$ cat src/rtl/regfile_mp_pkg.sv
// Shared configuration for the multi-port register file: default sizes, zero word
// and the INIT/RUN state encoding.
package regfile_mp_pkg;

   localparam int unsigned XLEN_DEF = 32;
   localparam int unsigned NREG_DEF = 32;

   localparam logic [XLEN_DEF-1:0] ZERO = '0;

   localparam logic ST_INIT = 1'b0;
   localparam logic ST_RUN  = 1'b1;

endpackage

$ cat src/rtl/regfile_bypass.sv
// Per-read-port write-through bypass: picks the highest-index write port whose
// address matches the read address.
module regfile_bypass
   import regfile_mp_pkg::*;
#(
   parameter int unsigned XLEN = XLEN_DEF,
   parameter int unsigned AW   = 5,
   parameter int unsigned NWR  = 2
) (
   input  logic [NWR-1:0]      wr_en,
   input  logic [NWR*AW-1:0]   wr_addr,
   input  logic [NWR*XLEN-1:0] wr_data,
   input  logic [AW-1:0]       rd_addr,
   output logic                hit,
   output logic [XLEN-1:0]     data
);

   // Ascending scan: a later (higher-index) match overrides an earlier one.
   always_comb begin
      hit  = 1'b0;
      data = '0;
      for (int p = 0; p < NWR; p++) begin
         if (wr_en[p] && (wr_addr[p*AW +: AW] == rd_addr)) begin
            hit  = 1'b1;
            data = wr_data[p*XLEN +: XLEN];
         end
      end
   end

endmodule

$ cat src/rtl/regfile_mp.sv
// Multi-port integer register file with write-through bypass, per-register pending
// bits and a one-register-per-cycle zero-init walker after reset.
module regfile_mp
   import regfile_mp_pkg::*;
#(
   parameter int unsigned XLEN = XLEN_DEF,
   parameter int unsigned NREG = NREG_DEF,
   parameter int unsigned AW   = $clog2(NREG),
   parameter int unsigned NRD  = 2,
   parameter int unsigned NWR  = 2
) (
   input  logic                clk,
   input  logic                rst,
   output logic                ready,
   input  logic [NWR-1:0]      wr_en,
   input  logic [NWR*AW-1:0]   wr_addr,
   input  logic [NWR*XLEN-1:0] wr_data,
   input  logic [NRD-1:0]      rd_en,
   input  logic [NRD*AW-1:0]   rd_addr,
   output logic [NRD*XLEN-1:0] rd_data,
   output logic [NRD-1:0]      rd_busy,
   input  logic                iss_en,
   input  logic [AW-1:0]       iss_addr
);

   logic                state;
   logic [AW-1:0]       idx;
   logic [NREG-1:0]     pending;
   logic [NREG-1:0]     pending_d;
   logic [XLEN-1:0]     mem [NREG];
   logic [NRD-1:0]      byp_hit;
   logic [NRD*XLEN-1:0] byp_data;
   logic                run;

   assign run   = (state == ST_RUN);
   assign ready = run;

   // Guards against addresses beyond the last register when NREG is not a power of two.
   function automatic logic in_range(input logic [AW-1:0] a);
      return (32'(a) < NREG);
   endfunction

   always_ff @(posedge clk) begin
      if (rst) begin
         state   <= ST_INIT;
         idx     <= '0;
         pending <= '0;
      end else begin
         if (!run) begin
            if (idx == AW'(NREG - 1)) state <= ST_RUN;
            idx <= idx + 1'b1;
         end
         pending <= pending_d;
      end
   end

   // Storage has no reset so it can map onto RAM; INIT walks it to zero instead.
   always_ff @(posedge clk) begin
      if (!rst) begin
         if (!run) begin
            mem[idx] <= XLEN'(ZERO);
         end else begin
            for (int p = 0; p < NWR; p++) begin
               if (wr_en[p] && (wr_addr[p*AW +: AW] != '0) && in_range(wr_addr[p*AW +: AW])) begin
                  mem[wr_addr[p*AW +: AW]] <= wr_data[p*XLEN +: XLEN];
               end
            end
         end
      end
   end

   // Set after clear: an issue to the register being written keeps it pending.
   always_comb begin
      pending_d = pending;
      if (run) begin
         for (int p = 0; p < NWR; p++) begin
            if (wr_en[p] && (wr_addr[p*AW +: AW] != '0) && in_range(wr_addr[p*AW +: AW])) begin
               pending_d[wr_addr[p*AW +: AW]] = 1'b0;
            end
         end
         if (iss_en && (iss_addr != '0) && in_range(iss_addr)) begin
            pending_d[iss_addr] = 1'b1;
         end
      end
   end

   for (genvar r = 0; r < NRD; r++) begin : g_byp
      regfile_bypass #(
         .XLEN (XLEN),
         .AW   (AW),
         .NWR  (NWR)
      ) u_byp (
         .wr_en   (wr_en),
         .wr_addr (wr_addr),
         .wr_data (wr_data),
         .rd_addr (rd_addr[r*AW +: AW]),
         .hit     (byp_hit[r]),
         .data    (byp_data[r*XLEN +: XLEN])
      );
   end

   always_comb begin
      rd_data = '0;
      rd_busy = '0;
      for (int r = 0; r < NRD; r++) begin
         if (run && rd_en[r] && (rd_addr[r*AW +: AW] != '0) && in_range(rd_addr[r*AW +: AW])) begin
            rd_data[r*XLEN +: XLEN] = byp_hit[r] ? byp_data[r*XLEN +: XLEN]
                                                 : mem[rd_addr[r*AW +: AW]];
            rd_busy[r] = pending[rd_addr[r*AW +: AW]] & ~byp_hit[r];
         end
      end
   end

endmodule

$ cat config.mk
export PLATFORM = sky130hd
export DESIGN_NAME = regfile_mp
export DESIGN_NICKNAME = d
export VERILOG_FILES = /design/src/rtl/regfile_mp_pkg.sv /design/src/rtl/regfile_bypass.sv /design/src/rtl/regfile_mp.sv
export SDC_FILE = /design/constraint.sdc
export NUM_CORES = 2
export LEC_CHECK = 0
export CAP_MARGIN = 20
export CORE_MARGIN = 5
export CORE_UTILIZATION = 35
export CTS_BUF_LIST = sky130_fd_sc_hd__clkbuf_4 sky130_fd_sc_hd__clkbuf_8
export CTS_CLUSTER_SIZE = 14
export DETAILED_ROUTE_END_ITERATION = 8
export GPL_ROUTABILITY_DRIVEN = 0
export HOLD_SLACK_MARGIN = 0.15
export SYNTH_ARGS = -nofsm -noshare
export SYNTH_HDL_FRONTEND = slang
export SYNTH_SLANG_ARGS = --single-unit
$ cat constraint.sdc
create_clock -name clk -period 4.75 [get_ports clk]
set_clock_uncertainty 0.15 [all_clocks]
set_input_delay 0.95 -clock clk [delete_from_list [all_inputs] [get_ports clk]]
set_output_delay 0.95 -clock clk [all_outputs]
set_load 0.05 [all_outputs]
==> reports/qor.yml <==
clocking:
  cts_tree: "built"
  cts.htree.levels: 4
  numCtsBuffers: 176
  cts_buffer_depth: 3
  insertion_delay_ps: 920
  cts-root-buf: "clkbuf_8"
  clk_pin_slew_ps: 50
  cts_sinks: 1062
timing:
  fmax_mhz: 210
  slew_viol_final: 0
  worst_slew_pin_slew_ps: 911
  slew_headroom: 0.393
  hold_viol_final: 0
  fin_crit_sh: 1.00
  setup_ws_ps: -5.04
  tns_ps: -7.10
  period_needed_ps: 4760
  setup_viol: 3
drt:
  viasPerCell: 6.52
  wirelength_microns: 269000
  antenna_left: 0
  route.detailed.drc: 0
  first_pass_iters: 7
  wire_per_inst_microns: 34.9
  drt_iter0_drc: 8062
  vias: 50300
logic_synthesis:
  synth_top_cells_by_area: "edfxtp_1 49%, mux4_2 21%, o21ai_0 8.1%"
  seq_area_frac_synth: 0.505
  synth_edf_count: 1024
  yosys.area.top_type: "edfxtp_1"
  synth_top_area_frac: 0.493
  synthCells: 5144
  yosysWarnings: 0
  synth-seq-cells: 1062
  syn_area_sq_um: 62400
  syn_area_per_cell_sq_um: 12.1
  syn_nets: 5242
  postSynth.asyncResetShare: 0
  synthDistinctLibCells: 66
  synthFlopType: "edfxtp_1"
global_routing:
  antenna_found_initial: 19
  grt_start_max_net_pins: 65
  grt_pass1_wl_microns: 372000
  grt_use_total: 0.281
  grt_pass1_vias: 48500
  gr-total-overflow: 0
floorplan:
  pin_count: 163
  die_h_microns: 432
  die_area_sq_um: 187000
  start_util: 0.351
  std_cell_rows: 155
  core-area_sq_um: 178000
  die_x_microns: 432
worst_setup_path:
  worstSetupStartpointType: "input pin"
  end_kind: "output pin"
  crit_fanout: 13
  critical_path_class: "in2out"
  critPathArrivalTime_ps: 3660
  required_ps: 3650
cells_and_area:
  final_cell_mix: "1069 x nand2_1, 1024 x edfxtp_1, 1012 x o21ai_0, 589 x mux4_2, 312 x buf_4"
  layout_commonest_cell: "nand2_1"
  drive_gt1_frac: 0.270
  fillers: 16300
  final_nets: 5291
  final_core_util: 0.407
  area_growth_pct: 16.1
power:
  power.density_nw_per_um2: 280
  power_mw: 20.3
  vdd_ir_drop_max_mv: 0.310
  power_leakage_nw: 24.9
run_status:
  violations: "negative setup slack"
  outcome: "complete, but fails checks"
job:
  maxCapViolCount: 0
placement:
  hpwl_microns: 160000
  portBuffers: 162
hold_path:
  hold_path.class: "reg2reg"
synth_stat cells, types with 32 or more instances:
| cell type | n |
|---|---|
| nand2_1 | 1070 |
| edfxtp_1 | 1024 |
| o21ai_0 | 1012 |
| mux4_2 | 589 |
| clkbuf_1 | 326 |
| buf_2 | 141 |
| mux2i_1 | 136 |
| clkbuf_2 | 97 |
| nand3_1 | 70 |
| a22o_1 | 61 |
| nor2_1 | 61 |
| buf_4 | 52 |
| buf_1 | 47 |
| dfxtp_1 | 38 |
| inv_1 | 35 |
| nand4_1 | 35 |
| nor3_1 | 33 |
| o21bai_1 | 33 |
| a32oi_1 | 32 |
| nor4_1 | 32 |
per-stage QoR:
step	area [sq um]	setup WS, ps	hold slack (ps)	cells
2_1_floorplan	62400	291	289	5144
3_3_place_gp	68900	-289	301	7359
3_5_place_dp	68900	-209	317	7361
4_1_cts	72300	7.86	325	7671
5_1_grt	72400	-8.10	353	7682
6_report	72500	-5.04	319	7704
worst max-delay path: stages:
cell and delay (ps):
clkdlybuf4s50_1 450, buf_4 190, xnor2_1 200, nand2_2 320
o21ba_4 450, buf_4 270, a32oi_2 380, nand3_4 210
buf_12 200
sequential cells by signal, indices dropped and copies added (netlist names):
| name | cells |
|---|---|
| mem | 1024 |
| pending | 32 |
| idx | 5 |
| ready | 1 |
power breakdown:
| part | total (mW) | internal (mW) | switching, mW | leakage, nW |
|---|---|---|---|---|
| combinational | 1.91 | 0.755 | 1.16 | 12.1 |
| sequential | 10.2 | 10.2 | 0.0258 | 11.1 |
| clock | 8.16 | 4.22 | 3.94 | 1.79 |
path summary, 6_finish.rpt:
path              start           to  slack, ps  depth (start not counted)
min reg2reg  pending[3]   pending[3]        320                          2
min          pending[3]   pending[3]        320                          2
max reg2reg       ready  mem[25][24]       1290                          7
max          wr_addr[5]   rd_data[4]         -5                          9
layout make-up:
cell class,instances,area (sq um),area share
antenna,24,60.1,0.000829
sequential,1062,31500,0.435
multi-input combinational,3374,28400,0.392
inverter,36,135,0.00186
clock buffer,241,2950,0.0407
clock inverter,69,439,0.00606
timing repair buffer,543,6010,0.0829
tap,2355,2950,0.0407
cells by family after synthesis:
family | synth area share
AO/OA/AOI/OAI | 0.113
XOR/XNOR | 0.00309
flip-flops | 0.505
AND/OR/NAND/NOR | 0.0902
multiplexers | 0.237
buffers and inverters | 0.0519
adder cells (fa/ha/maj) | 0.000401
timing repair:
item,4_1_cts,5_1_grt
setup buffers,0,6
hold buffers,0,0
cloned,0,2
pin swaps,1,4
setup endpoints to repair,2,44
resized for setup,2,7
routing by layer:
metal	wire length, microns	track usage
met1	86500	0.328
met2	119000	0.426
met5	23	0.000781
met4	27700	0.234
met3	35600	0.0843
(Power assumes the default switching activity.)
